## src/rtl/hazard_ctrl.sv

```systemverilog
// hazard_ctrl
//   Pipeline hazard / stall controller. Produces the write-enable (stall_n)
//   and bubble (flush) controls for the IF/ID, ID/EX, EX/MEM and MEM/WB
//   pipeline registers.
//   - Load-use: EX load whose destination feeds an ID source -> one bubble.
//   - Taken branch resolved in ID -> flush IF/ID.
//   - Unacknowledged data-memory access -> freeze the front of the pipe and
//     bubble MEM/WB until the ack arrives.
//   - HLT in ID -> drain EX/MEM/WB for DRAIN_CYC cycles, then halt.
//   - Memory wait of TIMEOUT cycles -> sticky error.
//   Ports:
//     clk, rst_n                   clock, async active-low reset
//     id_rs_reg/id_rt_reg          ID source registers
//     id_uses_rs/id_uses_rt        ID source register valid
//     id_halt, id_branch_taken     HLT / taken branch in ID
//     ex_rd, ex_mem_read,
//     ex_WriteReg                  EX destination and load/writeback flags
//     mem_req, mem_ack             MEM access in flight / completes
//     if_stall_n .. mem_wb_flush   pipeline register controls
//     halted, mem_timeout          status
//     stall_count                  saturating count of IF stall cycles
module hazard_ctrl #(
   parameter int DRAIN_CYC = 3,
   parameter int TIMEOUT   = 64,
   parameter int CNT_W     = 16
) (
   input  logic             clk,
   input  logic             rst_n,
   input  logic [3:0]       id_rs_reg,
   input  logic [3:0]       id_rt_reg,
   input  logic             id_uses_rs,
   input  logic             id_uses_rt,
   input  logic             id_halt,
   input  logic             id_branch_taken,
   input  logic [3:0]       ex_rd,
   input  logic             ex_mem_read,
   input  logic             ex_WriteReg,
   input  logic             mem_req,
   input  logic             mem_ack,
   output logic             if_stall_n,
   output logic             if_id_flush,
   output logic             id_ex_stall_n,
   output logic             id_ex_flush,
   output logic             ex_mem_stall_n,
   output logic             mem_wb_flush,
   output logic             halted,
   output logic             mem_timeout,
   output logic [CNT_W-1:0] stall_count
);

   localparam int WW = (TIMEOUT > 1) ? $clog2(TIMEOUT) : 1;
   localparam int DW = (DRAIN_CYC > 1) ? $clog2(DRAIN_CYC) : 1;
   localparam logic [WW-1:0] WAIT_LAST  = WW'(TIMEOUT - 1);
   localparam logic [DW-1:0] DRAIN_LOAD = DW'(DRAIN_CYC - 1);

   typedef enum logic [1:0] {RUN, DRAIN, HALTED, ERROR} state_t;

   state_t            state_q;
   logic [WW-1:0]     wait_cnt_q;
   logic [DW-1:0]     drain_cnt_q;
   logic [CNT_W-1:0]  stall_cnt_q;

   logic mem_wait;
   logic load_use;
   logic active;

   assign mem_wait = mem_req & ~mem_ack;
   // r0 is hardwired zero, so a load targeting it never creates a dependency
   assign load_use = ex_mem_read & ex_WriteReg & (ex_rd != 4'd0) &
                     ((id_uses_rs & (id_rs_reg == ex_rd)) |
                      (id_uses_rt & (id_rt_reg == ex_rd)));
   assign active   = (state_q == RUN) || (state_q == DRAIN);

   // Pipeline controls. Priority: mem_wait > load_use > halt/drain > branch.
   always_comb begin
      if_stall_n     = 1'b1;
      id_ex_stall_n  = 1'b1;
      ex_mem_stall_n = 1'b1;
      if_id_flush    = 1'b0;
      id_ex_flush    = 1'b0;
      mem_wb_flush   = 1'b0;
      if (active) begin
         if (mem_wait) begin
            // freeze everything upstream of MEM, drop a bubble into WB
            if_stall_n     = 1'b0;
            id_ex_stall_n  = 1'b0;
            ex_mem_stall_n = 1'b0;
            mem_wb_flush   = 1'b1;
         end else if (load_use || (state_q == DRAIN) || id_halt) begin
            // hold IF/ID and feed a bubble into EX; branches are ignored while draining
            if_stall_n  = 1'b0;
            id_ex_flush = 1'b1;
         end else if (id_branch_taken) begin
            if_id_flush = 1'b1;
         end
      end else begin
         if_stall_n     = 1'b0;
         id_ex_stall_n  = 1'b0;
         ex_mem_stall_n = 1'b0;
      end
   end

   assign halted      = (state_q == HALTED);
   assign mem_timeout = (state_q == ERROR);
   assign stall_count = stall_cnt_q;

   always_ff @(posedge clk or negedge rst_n) begin
      if (!rst_n) begin
         state_q     <= RUN;
         wait_cnt_q  <= '0;
         drain_cnt_q <= '0;
         stall_cnt_q <= '0;
      end else if (active) begin
         wait_cnt_q <= mem_wait ? wait_cnt_q + 1'b1 : '0;
         if (!if_stall_n && (stall_cnt_q != {CNT_W{1'b1}}))
            stall_cnt_q <= stall_cnt_q + 1'b1;
         // an ack on the last cycle clears mem_wait, so it beats the timeout
         if (mem_wait && (wait_cnt_q == WAIT_LAST)) begin
            state_q <= ERROR;
         end else if (!mem_wait) begin
            if (state_q == RUN) begin
               if (!load_use && id_halt) begin
                  state_q     <= DRAIN;
                  drain_cnt_q <= DRAIN_LOAD;
               end
            end else if (drain_cnt_q == '0) begin
               state_q <= HALTED;
            end else begin
               drain_cnt_q <= drain_cnt_q - 1'b1;
            end
         end
      end
   end

endmodule

```

## config.mk

```make
export PLATFORM = sky130hd
export DESIGN_NAME = hazard_ctrl
export DESIGN_NICKNAME = d
export VERILOG_FILES = /design/src/rtl/hazard_ctrl.sv
export SDC_FILE = /design/constraint.sdc
export NUM_CORES = 1
export LEC_CHECK = 0
export CORE_ASPECT_RATIO = 0.75
export CORE_MARGIN = 4
export CORE_UTILIZATION = 25
export DETAILED_ROUTE_END_ITERATION = 16
export DONT_BUFFER_PORTS = 1
export GPL_ROUTABILITY_DRIVEN = 0
export SLEW_MARGIN = 20
export SYNTH_ARGS = -nofsm -noshare
export SYNTH_HDL_FRONTEND = slang
export SYNTH_SLANG_ARGS = --single-unit
```

## constraint.sdc

```tcl
create_clock -name clk -period 2.2 [get_ports clk]
set_input_delay 0.33 -clock clk [delete_from_list [all_inputs] [get_ports clk]]
set_output_delay 0.33 -clock clk [all_outputs]
set_load 0.1 [all_outputs]
```

==> impl_summary.txt, run 1 <==
----------------------------------------------------
[Run status]
  Result of the run ... complete, no violations

[Placement]
  Number of input and output port buffers inserted ... 0
  Final HPWL DP ... 2615 um
  Post-placement setup slack ... 0.1123 ns
  Standard cell area after detailed placement ... 0.001803 sq mm

[Logic synthesis]
  Post-Syn Nets ... 181
  Share of flip-flops with an asynchronous set or reset after synthesis ... 100.0%
  Average footprint of a synthesized cell ... 9.689 sq um
  Synth top cells by count ... 26 x sky130_fd_sc_hd__dfrtp_1, 17 x sky130_fd_sc_hd__nand2_1, 13 x sky130_fd_sc_hd__xor2_1
  Gate count of the mapped netlist ... around 160
  Post-synthesis cell type with the largest combined area ... sky130_fd_sc_hd__dfrtp_1
  Leading post-synthesis cells by cell area ... sky130_fd_sc_hd__dfrtp_1 43%, sky130_fd_sc_hd__xor2_1 7.5%, sky130_fd_sc_hd__xnor2_1 6.4%, sky130_fd_sc_hd__nand2_1 4.2%, sky130_fd_sc_hd__nand4_1 3.7%
  Yosys warning count ... 0
  Area share of the leading cell type in the synthesized netlist ... 43.05%
  Number of flops mapped to enable cells by yosys ... 0
  Sequential-to-total area share from yosys stat ... 43.05%
  Most repeated cell in the gate-level netlist after synthesis ... sky130_fd_sc_hd__dfrtp_1
  Synth unique cells ... 37
  Cell area after synthesis ... roughly 0.0015 sq mm
  Flip-flop cell with the highest count after synthesis ... sky130_fd_sc_hd__dfrtp_1
  Yosys reg bits ... 26

[Drt]
  Initial drt markers ... 51
  Avg Vias per Cell ... 4.582
  Total via count after detailed routing ... 1,196
  Post-Route WL ... 3369 um
  DRT Pass-1 Iters ... 4
  Drt wl/cell ... 12.91 um
  Number of antenna-violating nets in the routed design ... 0
  Drt drc ... 0

[Setup path]
  Worst-path fanout max ... 7
  CP Data Required Time ... 1.87 ns
  Combined buffer and inverter count along the critical path ... 2
  Peak per-stage delay on the critical path ... 0.46 ns
  Worst flop-to-flop path endpoint ... stall_count[1]
  Startpoint kind of the worst setup timing path ... flip-flop
  Data arrival time of the critical path ... ~1.7 ns
  Startpoint of the most critical register-to-register path ... stall_count[10]
  Slowest stage cell on the critical path ... sky130_fd_sc_hd__dfrtp_1
  Setup slack of the most critical reg-to-reg path ... around 0.27 ns
  Type of the worst setup path ... reg -> out
  Critical-path cell list ... nor2_1 -> nand4_1 -> buf_4 -> clkinvlp_4 -> and2_4
  Critical Path Sink Type ... output pin
  Family with the most delay on the worst path ... simple AND/OR/NAND/NOR gates
  Worst Reg-to-Reg Cells ... 5

[Clock tree]
  Number of buffers on the longest clock path ... 2
  Clock root buffer ... sky130_fd_sc_hd__clkbuf_8
  Latest clock arrival within the worst-skew pair ... 0.28 ns
  Clock Sinks ... 26
  Clock-pin slew on the worst setup and hold paths ... 0.09 ns
  CTS tree ... built
  CTS H-tree lvls ... 1
  Cts repair resizes ... 0
  Number of CTS-inserted buffers ... 3

[Cells and area]
  Inserted Diodes ... 0
  Fillcell total ... 613
  Share of cells above drive strength 1 ... between 30 and 40%
  Sequential cell area ... 665.6 sq um
  Final standard cell area without fillers ... 0.001912 sq mm
  Layout net count ... 209
  Area occupied by multi-input gates ... 817.0 sq um
  Final core area utilization ... 32.82%
  Synth-to-layout area growth ... 26.49%

[STA]
  Slew at the pin closest to its max-slew limit ... 0.5869 ns
  Share of the clock period used by the worst path after layout ... 90.10%
  Unrepaired setup endpoints after global routing ... false
  Fin crit period ... 1.982 ns
  Final Hold Vio Count ... 0
  Post-route worst hold slack ... 0.2512 ns
  Final-report max-slew violation count ... 0
  Highest attainable clock frequency ... 504.5 MHz
  Remaining max-slew budget at the tightest pin ... 60.87%
  Clock Skews ... 0.01444 ns
  Minimum setup slack in the final design ... 0.2178 ns
  Number of failing setup endpoints in the final timing report ... 0

[Global routing]
  GRT Residual Overflow ... 0
  Antenna violations before repair ... 0
  Aggregate global-route resource usage ... approximately a tenth
  First-pass GRT wire length ... 5747 um
  Number of global-route vias before repair ... 1,205
  Maximum number of pins on one net before global-route repair ... 27

[Floorplanning]
  Die width ... 97.79 um
  Core area ... 0.005826 sq mm
  Total die area ... 0.007367 sq mm
  IO Pins ... 46
  Die boundary height ... 75.34 um
  Number of cell rows ... 24
  Initial Utilization ... 25.95%

[Power and ir drop]
  PwrDens ... 880.0 mW/mm^2
  Max VDD drop ... about 0.30 mV
  Pleak ... 0.7882 nW

[Min path]
  Worst hold stages ... 3
  Hold WC Path Type ... in -> reg
  Hold path start ... mem_ack
  Hold-critical path endpoint ... wait_cnt_q[1]

[Job]
  Max capacitance violation total ... 0

----------------------------------------------------
report_power, final:
group / internal (mW) / switching, mW
Clock: 0.244 / 0.160
Sequential: 0.559 / 0.0549
Combinational: 0.162 / 0.503
worst register-to-register path, stage by stage, from the launching register on:
cell	delay, ns
sky130_fd_sc_hd__dfrtp_2	0.38
sky130_fd_sc_hd__nand4_1	0.15
sky130_fd_sc_hd__nor3_1	0.46
sky130_fd_sc_hd__a41oi_4	0.29
sky130_fd_sc_hd__nand2_1	0.19
sky130_fd_sc_hd__mux2_2	0.34
routing by layer:
layer	vias to the layer above	part of all wire (%)	wire [um]	global-route usage, %
met4	0	0.80	27	2.151
met5	-	0	0	0
met2	19	47	1579	16.17
met3	4	5.5	186	3.751
li1	600	-	-	-
met1	573	47	1576	12.37
per-stage QoR:
stage	power, mW	TNS [ns]	std cells
3_3_place_gp	1.272	0	254
6_report	1.682	0	261
2_1_floorplan	1.144	-0.4549	156
4_1_cts	1.703	0	260
3_5_place_dp	1.279	0	254
5_1_grt	1.772	0	261
placed cells by master (no fill, tap or decap), drive strengths merged, types with 2 or more instances in the layout:
cell	synthesis	layout
a21oi	4	4
a31oi	3	3
and2	4	4
and3	3	3
and4	2	2
buf	3	27
clkbuf	2	3
dfrtp	26	26
ha	3	3
inv	7	6
nand2	18	18
nand2b	2	2
nand3	4	4
nand4	9	9
nand4b	2	2
nor2	10	10
nor2b	2	2
nor3	7	7
nor4	4	4
o21ai	9	9
xnor2	11	11
xor2	13	13
cell families (layout without fill, tap and decap cells):
logic type	after synthesis	in the layout	share of synthesized area (%)
and+or+nand+nor	69	69	26.33
adders and majority gates	3	3	2.484
DFF	26	26	43.05
xor gates and xnor gates	24	24	13.91
AOI/OAI and AO/OA	20	20	9.024
muxes	2	2	1.407
buffers and inverters	12	39	3.808
worst max path at each step:
stage / from / end / slack [ns] / cells after the start
detailed placement: ex_rd[0] / if_id_flush / 0.11 / 6
finish: state_q[0] / if_id_flush / 0.22 / 5
CTS: state_q[0] / if_id_flush / 0.04 / 4
global placement: ex_rd[0] / if_id_flush / 0.16 / 6
global route: state_q[1] / if_id_flush / 0.10 / 6
floorplan: state_q[1] / if_id_flush / -0.41 / 6
timing repair:
action	4_1_cts	5_1_grt
hold buffers	2	0
hold endpoints to repair	26	0
setup buffers	0	1
setup endpoints to repair	0	2
registers in the layout (all words and copies together) (netlist names):
register	count
state_q	2
wait_cnt_q	6
drain_cnt_q	2
stall_count	16
final cells by class:
type / count / area share [%]
Multi-Input combinational cell: 118 / 42.74
Sequential cell: 26 / 34.82
Timing Repair Buffer: 28 / 11.78
Tap cell: 78 / 5.105
Clock buffer: 3 / 2.160
Inverter: 7 / 1.832
Clock inverter: 1 / 1.571
(Power assumes the default switching activity.)
==> run 2: changes to the inputs <==
--- a/config.mk
+++ b/config.mk
@@ -9,7 +9,6 @@
 export CORE_MARGIN = 4
 export CORE_UTILIZATION = 25
 export DETAILED_ROUTE_END_ITERATION = 16
-export DONT_BUFFER_PORTS = 1
 export GPL_ROUTABILITY_DRIVEN = 0
 export SLEW_MARGIN = 20
 export SYNTH_ARGS = -nofsm -noshare
==> run 2 against run 1 <==
Register-to-register slack lost 0.02 ns. Cell area grew 18%. Total power shrank 3.6%. Core utilization grew 6.0 points. Sequential share of layout area shrank 5.4 points. Non-clock buffer count grew 28. Fmax shrank 6.8%. Worst setup slack lost 0.14 ns. Sequential cell count is the same. Routed wire length grew 7.7%. Critical path type is now in -> out.
==> impl_summary.txt, run 2 (synthesis gave the netlist of run 1 again) <==
----------------------------------------------------
[Drt]
  Avg Vias per Cell ... 4.529 (-1.2%)
  Total via count after detailed routing ... 1,309 (+9.4%)
  Post-Route WL ... 3629 um (+7.7%)
  Drt drc ... 0 (unchanged)
  Initial drt markers ... 53 (+3.9%)
  Drt wl/cell ... 12.56 um (-2.7%)
  DRT Pass-1 Iters ... 4 (unchanged)
  Number of antenna-violating nets in the routed design ... 0 (unchanged)

[Cells and area]
  Commonest cells after routing, fill and taps aside ... 27 x sky130_fd_sc_hd__buf_4, 17 x sky130_fd_sc_hd__nand2_1, 14 x sky130_fd_sc_hd__dfrtp_1
  Sequential cell area ... 665.6 sq um (unchanged)
  Flip-flop count of the largest register, all copies and words added ... 16 (unchanged)
  Synth-to-layout area growth ... 49.67%
  Final standard cell area without fillers ... 0.002262 sq mm (+18%)
  Non-filler cells in the finished layout ... 289 (+11%)
  Fillcell total ... 595 (-2.9%)
  Area occupied by multi-input gates ... 828.3 sq um (+1.4%)
  Most common library cell in the layout ignoring fill and taps ... sky130_fd_sc_hd__buf_4
  Share of cells above drive strength 1 ... 33.18% (+0.39 points)
  Inserted Diodes ... 0 (unchanged)
  Layout net count ... 237 (+13%)

[STA]
  Post-route worst hold slack ... 0.4198 ns (+0.1686 ns)
  Final-report max-slew violation count ... 0 (unchanged)
  Final Hold Vio Count ... 0 (unchanged)
  Minimum setup slack in the final design ... 0.07326 ns (-0.1445 ns)
  Setup Total Neg Slack ... 0 ns (unchanged)
  Number of failing setup endpoints in the final timing report ... 0 (unchanged)
  Slew at the pin closest to its max-slew limit ... 0.5082 ns (-0.07869 ns)
  Remaining max-slew budget at the tightest pin ... 65.86% (+5.0 points)
  Clock Skews ... 0.002051 ns (-0.01239 ns)
  Highest attainable clock frequency ... 470.2 MHz (-6.8%)
  Share of the clock period used by the worst path after layout ... 96.67% (+6.6 points)
  Fin crit period ... 2.127 ns (+0.1445 ns)

[Global routing]
  Antenna violations before repair ... 0 (unchanged)
  Maximum number of pins on one net before global-route repair ... 27 (unchanged)
  First-pass GRT wire length ... 6037 um (+5.0%)
  GRT Residual Overflow ... 0 (unchanged)
  Aggregate global-route resource usage ... 10.06% (+0.30 points)
  Number of global-route vias before repair ... 1,310 (+8.7%)

[Placement]
  Standard cell area after detailed placement ... 0.002186 sq mm (+21%)
  Post-placement cell count ... 285 (+12%)
  Final HPWL DP ... 2910 um (+11%)
  Number of input and output port buffers inserted ... 45 (+45)
  Post-placement setup slack ... -0.1449 ns (-0.2572 ns)

[Setup path]
  Startpoint kind of the worst setup timing path ... input pin
  Slowest stage cell on the critical path ... sky130_fd_sc_hd__dlygate4sd2_1
  Worst-path fanout max ... 3 (-4)
  Cell with the most instances on the worst path ... sky130_fd_sc_hd__nand4_1
  Type of the worst setup path ... in -> out
  Critical Path Sink Type ... output pin
  CP Data Required Time ... 1.87 ns (about the same)
  Family with the most delay on the worst path ... simple AND/OR/NAND/NOR gates
  Critical-path cell list ... dlygate4sd2_1 -> xor2_1 -> nor3_2 -> nand4_1 -> nand4_1 -> clkinvlp_4 -> and2_4 -> buf_12
  Data arrival time of the critical path ... 1.80 ns (+0.15 ns)
  Combined buffer and inverter count along the critical path ... 3 (+1)
  Peak per-stage delay on the critical path ... 0.28 ns (-0.18 ns)

[Min path]
  Hold WC Path Type ... in -> async

[Power and ir drop]
  Max VDD drop ... 0.3700 mV (+23%)
  PwrDens ... 717.0 mW/mm^2 (-19%)
  Pleak ... 0.9732 nW (+23%)

[Job]
  Max capacitance violation total ... 0 (unchanged)

[Clock tree]
  Clock-pin slew on the worst setup and hold paths ... 0.09 ns (about the same)
  Number of buffers on the longest clock path ... 2 (unchanged)
  Clock root buffer ... sky130_fd_sc_hd__clkbuf_8
  Latest clock arrival within the worst-skew pair ... 0.27 ns (about the same)
  Number of CTS-inserted buffers ... 3 (unchanged)
  Clock Sinks ... 26 (unchanged)
  Post-CTS Setup Repair Bufs ... 0 (unchanged)
  CTS H-tree lvls ... 1 (unchanged)
  Cts hold-fix bufs ... 0 (-2)
  CTS tree ... built

[Floorplanning]
  Total die area ... 0.007367 sq mm (unchanged)
  IO Pins ... 46 (unchanged)
  Core area ... 0.005826 sq mm (unchanged)
  Number of cell rows ... 24 (unchanged)
  Die boundary height ... 75.34 um (unchanged)
  Initial Utilization ... 25.95% (unchanged)
  Die width ... 97.79 um (unchanged)

[Run status]
  Result of the run ... complete, no violations

----------------------------------------------------
==> run 2: cell types whose count changed in the layout (fill, tap and decap cells not counted), sizes merged <==
cell and change:
clkdlybuf4s15 +1, clkbuf +1, dlygate4sd2 +4, dlygate4sd3 -1, buf +8, bufinv -1, clkdlybuf4s50 +11, dlymetal6s2s +5
==> run 2: final cells by class <==
type | count | share of cell area [%]
clock buffers | 4 | 2.434
inverters | 7 | 1.549
multi-input cells | 118 | 36.62
flip-flops and latches | 26 | 29.42
well taps | 78 | 4.314
repair buffers | 56 | 25.66
==> run 2: metrics by stage <==
stage / power [mW] / utilization (%)
2_1_floorplan: 1.144 / -
3_3_place_gp: 1.322 / 37.52
3_5_place_dp: 1.332 / 37.52
4_1_cts: 1.648 / 38.36
5_1_grt: 1.708 / 38.83
6_report: 1.622 / 38.83
==> run 2: path summary, 6_finish.rpt <==
path                                      start  cells after the start         endpoint  slack [ns]
worst min-delay path                      rst_n                      2   stall_count[8]        0.42
worst min register to register  stall_count[12]                      1  stall_count[12]        0.48
worst max register to register   stall_count[7]                      5   stall_count[1]        0.25
max in group asynchronous                 rst_n                      2   stall_count[4]        1.51
min in group clk                stall_count[12]                      1  stall_count[12]        0.48
worst max-delay path                   ex_rd[3]                      8      if_id_flush        0.07
==> run 2: repair_timing <==
item | 4_1_cts | 5_1_grt
pin swaps | 7 | 6
resized for setup | 5 | 9
endpoints found under the setup margin | 3 | 3
==> run 2: power by group <==
| group | total (mW) | internal, mW | switching [mW] |
|---|---|---|---|
| Combinational | 0.666 | 0.187 | 0.480 |
| Clock | 0.307 | 0.160 | 0.147 |
| Sequential | 0.649 | 0.559 | 0.0892 |
| Total | 1.62 | 0.906 | 0.716 |
==> run 2: routing by layer <==
layer,vias to the layer above,part of all wire [%],GRT usage (%)
li1,656,-,-
met1,632,47,12.63
met2,19,49,17.54
met3,2,4.4,3.202
met4,0,0.39,1.843
met5,-,0,0
